--- config.mk ---
export PLATFORM = sky130hd
export DESIGN_NAME = keyboard_cursor_nav
export DESIGN_NICKNAME = d
export VERILOG_FILES = /design/src/rtl/keyboard_pkg.sv /design/src/rtl/nav_fifo.sv /design/src/rtl/keyboard_cursor_nav.sv
export SDC_FILE = /design/constraint.sdc
export NUM_CORES = 1
export LEC_CHECK = 0
export ABC_CLOCK_PERIOD_IN_PS = 7050
export BUFFER_PORTS_ARGS = -buffer_cell sky130_fd_sc_hd__buf_2
export CORE_MARGIN = 5
export CORE_UTILIZATION = 50
export DETAILED_ROUTE_END_ITERATION = 10
export GPL_ROUTABILITY_DRIVEN = 0
export PLACE_DENSITY = 0.77
export SYNTH_ARGS = -nofsm -noshare
export SYNTH_HDL_FRONTEND = slang
export SYNTH_SLANG_ARGS = --single-unit
--- constraint.sdc ---
create_clock -name clk -period 7.05 [get_ports clk]
set_input_delay 1.41 -clock clk [delete_from_list [all_inputs] [get_ports clk]]
set_output_delay 1.41 -clock clk [all_outputs]
set_load 0.005 [all_outputs]
--- src/rtl/keyboard_pkg.sv ---
// Key byte constants, navigation command encoding and the byte-to-command decoder
// shared by the cursor navigation slice.
package keyboard_pkg;

  localparam int unsigned KEY_BYTE_W = 8;

  localparam logic [KEY_BYTE_W-1:0] KEY_W_UC  = 8'h57;
  localparam logic [KEY_BYTE_W-1:0] KEY_W_LC  = 8'h77;
  localparam logic [KEY_BYTE_W-1:0] KEY_S_UC  = 8'h53;
  localparam logic [KEY_BYTE_W-1:0] KEY_S_LC  = 8'h73;
  localparam logic [KEY_BYTE_W-1:0] KEY_D_UC  = 8'h44;
  localparam logic [KEY_BYTE_W-1:0] KEY_D_LC  = 8'h64;
  localparam logic [KEY_BYTE_W-1:0] KEY_A_UC  = 8'h41;
  localparam logic [KEY_BYTE_W-1:0] KEY_A_LC  = 8'h61;
  localparam logic [KEY_BYTE_W-1:0] KEY_R_UC  = 8'h52;
  localparam logic [KEY_BYTE_W-1:0] KEY_R_LC  = 8'h72;
  localparam logic [KEY_BYTE_W-1:0] KEY_SPACE = 8'h20;

  typedef enum logic [2:0] {
    CMD_NONE,
    CMD_UP,
    CMD_DN,
    CMD_LT,
    CMD_RT,
    CMD_HOME,
    CMD_SEL
  } nav_cmd_t;

  // Case-insensitive WASD/R/space decode; anything else is a no-op command.
  function automatic nav_cmd_t decode_key(input logic [KEY_BYTE_W-1:0] key);
    nav_cmd_t cmd;
    cmd = CMD_NONE;
    case (key)
      KEY_W_UC, KEY_W_LC: cmd = CMD_UP;
      KEY_S_UC, KEY_S_LC: cmd = CMD_DN;
      KEY_D_UC, KEY_D_LC: cmd = CMD_RT;
      KEY_A_UC, KEY_A_LC: cmd = CMD_LT;
      KEY_R_UC, KEY_R_LC: cmd = CMD_HOME;
      KEY_SPACE:          cmd = CMD_SEL;
      default:            cmd = CMD_NONE;
    endcase
    return cmd;
  endfunction

endpackage

--- src/rtl/nav_fifo.sv ---
// Single-clock key buffer with async reset; a push into a full FIFO is accepted
// when a pop happens in the same cycle.
module nav_fifo #(
  parameter int unsigned WIDTH = 8,
  parameter int unsigned DEPTH = 4
) (
  input  logic             clk,
  input  logic             reset,
  input  logic             push,
  input  logic             pop,
  input  logic [WIDTH-1:0] din,
  output logic [WIDTH-1:0] dout,
  output logic             full,
  output logic             empty
);

  localparam int unsigned AW = (DEPTH > 1) ? $clog2(DEPTH) : 1;
  localparam int unsigned CW = AW + 1;

  logic [WIDTH-1:0] mem_q [DEPTH];
  logic [AW-1:0]    wr_ptr_q, wr_ptr_d;
  logic [AW-1:0]    rd_ptr_q, rd_ptr_d;
  logic [CW-1:0]    count_q, count_d;
  logic             do_push, do_pop;

  assign full  = (count_q == CW'(DEPTH));
  assign empty = (count_q == '0);
  assign dout  = mem_q[rd_ptr_q];

  assign do_pop  = pop && !empty;
  assign do_push = push && (!full || do_pop);

  // Pointers wrap naturally because DEPTH is a power of two.
  always_comb begin
    wr_ptr_d = wr_ptr_q;
    rd_ptr_d = rd_ptr_q;
    count_d  = count_q;
    if (do_push) begin
      wr_ptr_d = wr_ptr_q + AW'(1);
    end
    if (do_pop) begin
      rd_ptr_d = rd_ptr_q + AW'(1);
    end
    count_d = count_q + CW'(do_push) - CW'(do_pop);
  end

  always_ff @(posedge clk or posedge reset) begin
    if (reset) begin
      wr_ptr_q <= '0;
      rd_ptr_q <= '0;
      count_q  <= '0;
    end else begin
      wr_ptr_q <= wr_ptr_d;
      rd_ptr_q <= rd_ptr_d;
      count_q  <= count_d;
    end
  end

  always_ff @(posedge clk) begin
    if (do_push) begin
      mem_q[wr_ptr_q] <= din;
    end
  end

endmodule

--- src/rtl/keyboard_cursor_nav.sv ---
// Buffers received key bytes, decodes WASD/R/space and moves a bounded (x,y)
// cursor with wrap or saturate behaviour at the edges.
module keyboard_cursor_nav
  import keyboard_pkg::*;
#(
  parameter int unsigned COORD_W    = 8,
  parameter int unsigned X_MIN      = 1,
  parameter int unsigned X_MAX      = 4,
  parameter int unsigned Y_MIN      = 1,
  parameter int unsigned Y_MAX      = 4,
  parameter int unsigned HOME_X     = 1,
  parameter int unsigned HOME_Y     = 1,
  parameter int unsigned STEP       = 1,
  parameter int unsigned WRAP       = 1,
  parameter int unsigned FIFO_DEPTH = 4
) (
  input  logic                  clk,
  input  logic                  reset,
  input  logic [KEY_BYTE_W-1:0] rx_data,
  input  logic                  rx_valid,
  input  logic                  clr_ovf,
  output logic [COORD_W-1:0]    x,
  output logic [COORD_W-1:0]    y,
  output logic                  move_pulse,
  output logic                  sel_pulse,
  output logic                  overflow
);

  localparam int unsigned CW1 = COORD_W + 1;

  localparam logic [COORD_W-1:0] X_LO   = COORD_W'(X_MIN);
  localparam logic [COORD_W-1:0] X_HI   = COORD_W'(X_MAX);
  localparam logic [COORD_W-1:0] Y_LO   = COORD_W'(Y_MIN);
  localparam logic [COORD_W-1:0] Y_HI   = COORD_W'(Y_MAX);
  localparam logic [COORD_W-1:0] X_HOME = COORD_W'(HOME_X);
  localparam logic [COORD_W-1:0] Y_HOME = COORD_W'(HOME_Y);

  logic [KEY_BYTE_W-1:0] fifo_dout;
  logic                  fifo_full, fifo_empty;
  logic                  pop_c, push_c, drop_c;

  nav_cmd_t              cmd_q, cmd_d;
  logic                  cmd_v_q, cmd_v_d;
  logic [COORD_W-1:0]    x_q, x_d;
  logic [COORD_W-1:0]    y_q, y_d;
  logic                  move_q, move_d;
  logic                  sel_q, sel_d;
  logic                  overflow_q, overflow_d;

  // Step up with one guard bit so v+STEP never wraps before the bound test.
  function automatic logic [COORD_W-1:0] step_up(input logic [COORD_W-1:0] v,
                                                 input logic [COORD_W-1:0] lo,
                                                 input logic [COORD_W-1:0] hi);
    logic [CW1-1:0]     sum;
    logic [COORD_W-1:0] res;
    sum = {1'b0, v} + CW1'(STEP);
    if (sum > {1'b0, hi}) begin
      res = (WRAP != 0) ? lo : hi;
    end else begin
      res = sum[COORD_W-1:0];
    end
    return res;
  endfunction

  // Compare against MIN+STEP instead of subtracting, so no underflow can occur.
  function automatic logic [COORD_W-1:0] step_dn(input logic [COORD_W-1:0] v,
                                                 input logic [COORD_W-1:0] lo,
                                                 input logic [COORD_W-1:0] hi);
    logic [COORD_W-1:0] res;
    if ({1'b0, v} < ({1'b0, lo} + CW1'(STEP))) begin
      res = (WRAP != 0) ? hi : lo;
    end else begin
      res = v - COORD_W'(STEP);
    end
    return res;
  endfunction

  assign pop_c  = !fifo_empty;
  assign push_c = rx_valid && (!fifo_full || pop_c);
  assign drop_c = rx_valid && fifo_full && !pop_c;

  nav_fifo #(
    .WIDTH (KEY_BYTE_W),
    .DEPTH (FIFO_DEPTH)
  ) u_fifo (
    .clk   (clk),
    .reset (reset),
    .push  (push_c),
    .pop   (pop_c),
    .din   (rx_data),
    .dout  (fifo_dout),
    .full  (fifo_full),
    .empty (fifo_empty)
  );

  // Pop stage plus sticky overflow (a drop beats a same-cycle clear).
  always_comb begin
    cmd_d      = CMD_NONE;
    cmd_v_d    = 1'b0;
    overflow_d = overflow_q;
    if (pop_c) begin
      cmd_d   = decode_key(fifo_dout);
      cmd_v_d = 1'b1;
    end
    if (drop_c) begin
      overflow_d = 1'b1;
    end else if (clr_ovf) begin
      overflow_d = 1'b0;
    end
  end

  // Apply stage: one command per cycle, pulses only on real change or select.
  always_comb begin
    x_d    = x_q;
    y_d    = y_q;
    sel_d  = 1'b0;
    move_d = 1'b0;
    if (cmd_v_q) begin
      case (cmd_q)
        CMD_UP:   y_d = step_up(y_q, Y_LO, Y_HI);
        CMD_DN:   y_d = step_dn(y_q, Y_LO, Y_HI);
        CMD_RT:   x_d = step_up(x_q, X_LO, X_HI);
        CMD_LT:   x_d = step_dn(x_q, X_LO, X_HI);
        CMD_HOME: begin
          x_d = X_HOME;
          y_d = Y_HOME;
        end
        CMD_SEL:  sel_d = 1'b1;
        default:  ;
      endcase
    end
    move_d = (x_d != x_q) || (y_d != y_q);
  end

  always_ff @(posedge clk or posedge reset) begin
    if (reset) begin
      cmd_q      <= CMD_NONE;
      cmd_v_q    <= 1'b0;
      x_q        <= X_HOME;
      y_q        <= Y_HOME;
      move_q     <= 1'b0;
      sel_q      <= 1'b0;
      overflow_q <= 1'b0;
    end else begin
      cmd_q      <= cmd_d;
      cmd_v_q    <= cmd_v_d;
      x_q        <= x_d;
      y_q        <= y_d;
      move_q     <= move_d;
      sel_q      <= sel_d;
      overflow_q <= overflow_d;
    end
  end

  assign x          = x_q;
  assign y          = y_q;
  assign move_pulse = move_q;
  assign sel_pulse  = sel_q;
  assign overflow   = overflow_q;

endmodule

=== Word level (Yosys, flattened, before mapping) ===
Memory sizes are Yosys's and may differ from the RTL's.
Cells that the tools add are included.

* Bits in registers: 30
* RAM bits: 32
* Memories kept: 1
* Output and inout bits: 19

{| class="wikitable"
|+ Memories
! name !! depth !! bits a word !! read ports !! clocked after memory_dff !! wr ports !! RTL line !! RTL
|-
| u_fifo.mem_q || 4 || 8 || 1 || 0 || 1 || nav_fifo.sv:20 || <nowiki>logic [WIDTH-1:0] mem_q [DEPTH];</nowiki>
|}

* Muxes and demuxes: 17
* Reduce and logical (&&, ||, !) cells: 15
* Add/subtract/negate cells: 8
* Equality and inequality tests: 20
* Magnitude comparators: 4

{| class="wikitable"
|+ Operators by type and width
! cell !! number
|-
| equality test 8 x 7 -> 1 bit, second input constant || 10
|-
| 2-to-1 mux 8 bit || 6
|-
| case mux 8 bit (3 select lines) || 2
|-
| adder 8 x 1 -> 9 bit, second input constant || 2
|-
| greater-than comparator 9 x 3 -> 1 bit, second input constant || 2
|-
| case mux 3 bit (6 select lines) || 1
|-
| less-than comparator 8 x 2 -> 1 bit, second input constant || 2
|-
| inequality test 8 bit || 2
|-
| subtractor 8 x 1 -> 8 bit, second input constant || 2
|-
| equality test 3 bit, second input constant || 4
|-
| OR reduction 2 bit || 5
|-
| equality test 8 x 6 -> 1 bit, second input constant || 1
|-
| 2-to-1 mux 1 bit || 7
|-
| equality test 3 x 2 -> 1 bit, second input constant || 2
|-
| adder 2 x 1 -> 2 bit, second input constant || 2
|-
| logical AND 1 bit || 4
|-
| adder 3 x 1 -> 3 bit || 1
|-
| equality test 3 x 1 -> 1 bit, second input constant || 1
|-
| logical NOT 3 bit || 1
|-
| 2-to-1 mux 3 bit || 1
|-
| subtractor 3 x 1 -> 3 bit || 1
|-
| logical NOT 1 bit || 2
|-
| logical OR 1 bit || 2
|-
| nonzero test 2 bit || 1
|}

=== Longest topological paths before layout ===
* Depth in word-level cells: 7
* Depth in mapped cells: 9

=== By module ===
From an unflattened synthesis, not the netlist that was laid out.

* Cells, all modules: 329
* Area, all modules: 3,537.1 um^2

{| class="wikitable"
|+ By module, submodules not included
! module !! area each (um^2) !! instances !! cells an instance
|-
| keyboard_cursor_nav || 1,955.6 || 1 || 251
|-
| nav_fifo || 1,581.5 || 1 || 78
|}

=== Least setup slack after synthesis ===
Ideal clock, no wire load.

* Path kind: input-to-reg
* Start point: in rx_valid
* End point: reg u_fifo.count_q[2]
* Buffers on the path: 1
* Setup time: 0.123 ns
* Data arrival time: 2.274 ns
* Path slack: 4.654 ns
* Stages: 6
* Cells stage by stage: clkbuf_1 -> ha_1 -> inv_1 -> fa_1 -> xnor2_1 -> xnor2_1

* Cells in the longest elaborated chain, start to end: 4

{| class="wikitable"
|+ RTL lines
! element !! RTL line !! RTL
|-
| start: declaration || keyboard_cursor_nav.sv:20 || <nowiki>input logic rx_valid,</nowiki>
|-
| logical AND 1 bit || keyboard_cursor_nav.sv:79 || <nowiki>assign push_c = rx_valid && (!fifo_full || pop_c);</nowiki>
|-
| logical AND 1 bit || nav_fifo.sv:31 || <nowiki>assign do_push = push && (!full || do_pop);</nowiki>
|-
| adder 3 x 1 -> 3 bit || nav_fifo.sv:44 || <nowiki>count_d = count_q + CW'(do_push) - CW'(do_pop);</nowiki>
|-
| subtractor 3 x 1 -> 3 bit || nav_fifo.sv:44 ||
|-
| net u_fifo.count_d[2] || nav_fifo.sv:23 || <nowiki>logic [CW-1:0] count_q, count_d;</nowiki>
|-
| end signal: assignment || nav_fifo.sv:55 || <nowiki>count_q <= count_d;</nowiki>
|-
| end: declaration || nav_fifo.sv:23 ||
|}

The timed path passes the listed nets, and every way through them passes these cells.
A chain may end at the register's enable or synchronous reset.

=== Worst setup path after layout ===
* Start point: reg x_q[0], in the netlist x[0]
* End point: reg move_q, in the netlist move_pulse

* Cells in the longest elaborated chain, start to end: 7
* Elaborated cells between the ends (all ways): 10

{| class="wikitable"
|+ RTL lines
! element !! RTL line !! RTL
|-
| start: declaration || keyboard_cursor_nav.sv:44 || <nowiki>logic [COORD_W-1:0] x_q, x_d;</nowiki>
|-
| start signal: assignment || keyboard_cursor_nav.sv:139 || <nowiki>x_q <= X_HOME;</nowiki>
|-
| start signal: assignment || keyboard_cursor_nav.sv:147 || <nowiki>x_q <= x_d;</nowiki>
|-
| adder 8 x 1 -> 9 bit || keyboard_cursor_nav.sv:56 || <nowiki>sum = {1'b0, v} + CW1'(STEP);</nowiki>
|-
| greater-than comparator 9 x 3 -> 1 bit || keyboard_cursor_nav.sv:57 || <nowiki>if (sum > {1'b0, hi}) begin</nowiki>
|-
| 2-to-1 mux 8 bit || keyboard_cursor_nav.sv:57 ||
|-
| case mux 8 bit (3 select lines) || keyboard_cursor_nav.sv:119 || <nowiki>case (cmd_q)</nowiki>
|-
| 2-to-1 mux 8 bit || keyboard_cursor_nav.sv:118 || <nowiki>if (cmd_v_q) begin</nowiki>
|-
| inequality test 8 bit * || keyboard_cursor_nav.sv:132 || <nowiki>move_d = (x_d != x_q) || (y_d != y_q);</nowiki>
|-
| logical OR 1 bit * || keyboard_cursor_nav.sv:132 ||
|-
| net move_d || keyboard_cursor_nav.sv:46 || <nowiki>logic move_q, move_d;</nowiki>
|-
| end signal: assignment || keyboard_cursor_nav.sv:149 || <nowiki>move_q <= move_d;</nowiki>
|-
| end: declaration || keyboard_cursor_nav.sv:46 ||
|}

The timed path passes the listed nets; every way through them passes the cells marked *.

==> flow_summary.json <==
{
  "syn_inst": 316,
  "cts_max_level": 3,
  "viasPerCell": 5.89,
  "ctsLongestPathBuffers": 2,
  "path_max_fanout": 14,
  "slew_violations": 0,
  "place_hpwl_um": 4650,
  "synthToLayoutAreaGrowth_pct": 10.4,
  "slew-limit-headroom": 0.504,
  "cts_buffers": 9,
  "drtPass1Iterations": 4,
  "die_x_um": 92.8,
  "synth_cell_types": 66,
  "min_path_type": "reg2reg",
  "totalWireLength_um": 6740,
  "cts-resized-gates": 0,
  "ys_seq_elements": 62,
  "cts_hold_buf": 0,
  "post-cts-setup-buffers": 0,
  "antennaDiodeCount": 0,
  "placed_cells": 411,
  "hold_violations": 0,
  "syn_nets": 341,
  "syn_avg_cell_area_um2": 10.8,
  "vdd.ir_drop.worst_mv": 0.216,
  "fin_cells": 427,
  "worstSetupStartpointType": "flop",
  "finalSetupViolations": 0,
  "row_count": 30,
  "grt_max_degree": 31,
  "worst-endpoint-arrival_ns": 2.84,
  "cts-root-buf": "clkbuf_8",
  "ant_nets": 0,
  "drtIter0Drc": 117,
  "fin_nets": 367,
  "ys_warn_count": 0,
  "cp_slowest_stage_delay_ns": 0.68,
  "clock_latency_ns": 0.34,
  "cts_tree": "done",
  "p_leak_nw": 1.51,
  "critical_path.cell_chain": "ha_1 -> inv_1 -> maj3_1 -> a32oi_1 -> nor4_2 -> a221o_2 -> o41ai_2 -> nand4_1",
  "clkSlewWorstSetupHoldPaths_ns": 0.08,
  "port_buffers": 30,
  "wl_per_cell_um": 15.8,
  "clock_skew_ns": 0.0135,
  "vias": 2517,
  "grt_pass1_vias": 2473,
  "cts_sinks": 62,
  "io_pins": 31,
  "design_power_total_mw": 1.24,
  "gr-total-overflow": 0,
  "cp-end-kind": "flop",
  "rsz0062_at_grt": "no",
  "grt_pass1_wl_um": 11400,
  "tns_ns": 0,
  "pwr_density_cell_nw_per_um2": 327,
  "die-area_um2": 8610,
  "worstSetupPathType": "reg2reg",
  "cap_viol_max_count": 0,
  "worst-slew-pin-transition_ns": 0.737,
  "run_status": "finished, final reports clean",
  "grt_usage": 0.168,
  "async_flop_share": 0.484,
  "route.detailed.drc": 0,
  "min_period_over_period": 0.374,
  "crit_slowest_cell": "dfstp_2",
  "synthFlopType": "edfxtp_1",
  "fp.coreArea_um2": 6720,
  "fp.dieH_um": 92.8,
  "antenna_found_initial": 0,
  "netlist_area_um2": 3430,
  "post-route-min-period_ns": 2.63,
  "start_util": 0.510,
  "timing.fmax_mhz": 380,
  "final_util": 0.563,
  "yosysSeqAreaShare": 0.500,
  "critPathRequiredTime_ns": 7.25,
  "drive_gt1_frac": 0.196,
  "synth_edf_count": 32,
  "n_fill_cell": 584
}
layout make-up:
type	instances	area, µm²	area share
clock buffers	9	124	0.0327
multi-input cells	217	1560	0.411
inverters	21	78.8	0.0208
well taps	80	100	0.0264
repair buffers	31	158	0.0417
clock inverters	7	55.1	0.0145
flip-flops and latches	62	1710	0.453
worst max-delay path: cells and delay by family, from the launching register on:
kind                       cells  cell delay (ns)
AOI/OAI and AO/OA              3             0.85
DFF                            1             0.68
adders and majority gates      2             0.61
and+or+nand+nor                2             0.25
buffers and inverters          1             0.10
worst paths after layout:
| path | from | endpoint | slack [ns] | cells after the start |
|---|---|---|---|---|
| worst max-delay path | x[0] | move_pulse | 4.42 | 8 |
| worst min-delay path | u_fifo.count_q[2] | u_fifo.count_q[2] | 0.48 | 1 |
| worst max register to register | x[0] | move_pulse | 4.42 | 8 |
| worst min register to register | u_fifo.count_q[2] | u_fifo.count_q[2] | 0.48 | 1 |
| max in group asynchronous | reset | y[0] | 5.59 | 3 |
| min in group asynchronous | reset | x[7] | 1.13 | 3 |
registers in the layout, indices dropped and copies added (netlist names), 2 cells and up:
register and flops:
x 8, u_fifo.mem_q 32, u_fifo.count_q 3, u_fifo.rd_ptr_q 2, u_fifo.wr_ptr_q 2, cmd_q 3
y 8
cell families after synthesis:
group           after synthesis  share of synthesized area
mux                           9                     0.0486
flops                        62                      0.500
buf+inv                      37                     0.0460
compound gates               84                      0.168
simple gates                104                      0.169
xor+xnor                      6                     0.0153
fa+ha+maj                    14                     0.0526
cells in the mapped netlist (all sizes together) (2+ instances only):
| master | instances | area share |
|---|---|---|
| nor4 | 4 | 0.011 |
| mux4 | 6 | 0.039 |
| and2 | 5 | 0.0091 |
| o41ai | 2 | 0.0073 |
| or3 | 2 | 0.0037 |
| nand4 | 6 | 0.011 |
| mux2i | 2 | 0.0058 |
| buf | 11 | 0.018 |
| a22oi | 2 | 0.0044 |
| a21boi | 4 | 0.0099 |
| and3 | 2 | 0.0040 |
| o21ai | 25 | 0.037 |
| a211oi | 2 | 0.0044 |
| ha | 12 | 0.044 |
| nand3 | 8 | 0.012 |
| a311oi | 4 | 0.010 |
| and3b | 2 | 0.0051 |
| nand2 | 26 | 0.028 |
| clkbuf | 5 | 0.0055 |
| nand3b | 3 | 0.0066 |
| dfrtp | 28 | 0.20 |
| a31oi | 6 | 0.015 |
| inv | 21 | 0.023 |
| nor2b | 4 | 0.0073 |
| edfxtp | 32 | 0.28 |
| dfstp | 2 | 0.015 |
| xnor2 | 5 | 0.013 |
| o21a | 3 | 0.0066 |
| nor2 | 21 | 0.028 |
| a22o | 3 | 0.0077 |
| nor3b | 3 | 0.0080 |
| o31ai | 6 | 0.013 |
| nor3 | 11 | 0.019 |
| nand2b | 3 | 0.0055 |
| a21oi | 16 | 0.023 |
metal layers:
| metal | vias to the layer above | wire, µm | global-route usage |
|---|---|---|---|
| met5 | - | 0 | 0 |
| met4 | 0 | 86 | 0.0708 |
| met3 | 8 | 385 | 0.0390 |
| met2 | 75 | 3250 | 0.268 |
| met1 | 1198 | 3010 | 0.220 |
| li1 | 1236 | - | - |
layout by cell type (no fill, tap or decap), drive strengths merged, types with 6 or more instances in the layout:
| cell type | count |
|---|---|
| nand2 | 26 |
| dfrtp | 28 |
| nor3 | 11 |
| a21oi | 16 |
| o21ai | 25 |
| a31oi | 6 |
| edfxtp | 32 |
| clkbuf | 9 |
| o31ai | 6 |
| mux4 | 6 |
| buf | 31 |
| inv | 25 |
| ha | 12 |
| nand4 | 6 |
| nor2 | 21 |
| nand3 | 8 |
per-stage QoR:
step	hold WS [ns]	instance area, µm²	setup slack [ns]
2_1_floorplan	0.447	3430	4.65
3_3_place_gp	0.464	3610	4.54
3_5_place_dp	0.470	3610	4.46
4_1_cts	0.482	3780	4.44
5_1_grt	0.525	3780	4.23
6_report	0.478	3780	4.42
where the power goes:
group	switching (mW)	total, mW	internal [mW]
combinational	0.217	0.398	0.180
sequential	0.0931	0.554	0.460
clock	0.157	0.288	0.132
total	0.467	1.24	0.773
Power figures use the tool's default switching activity.
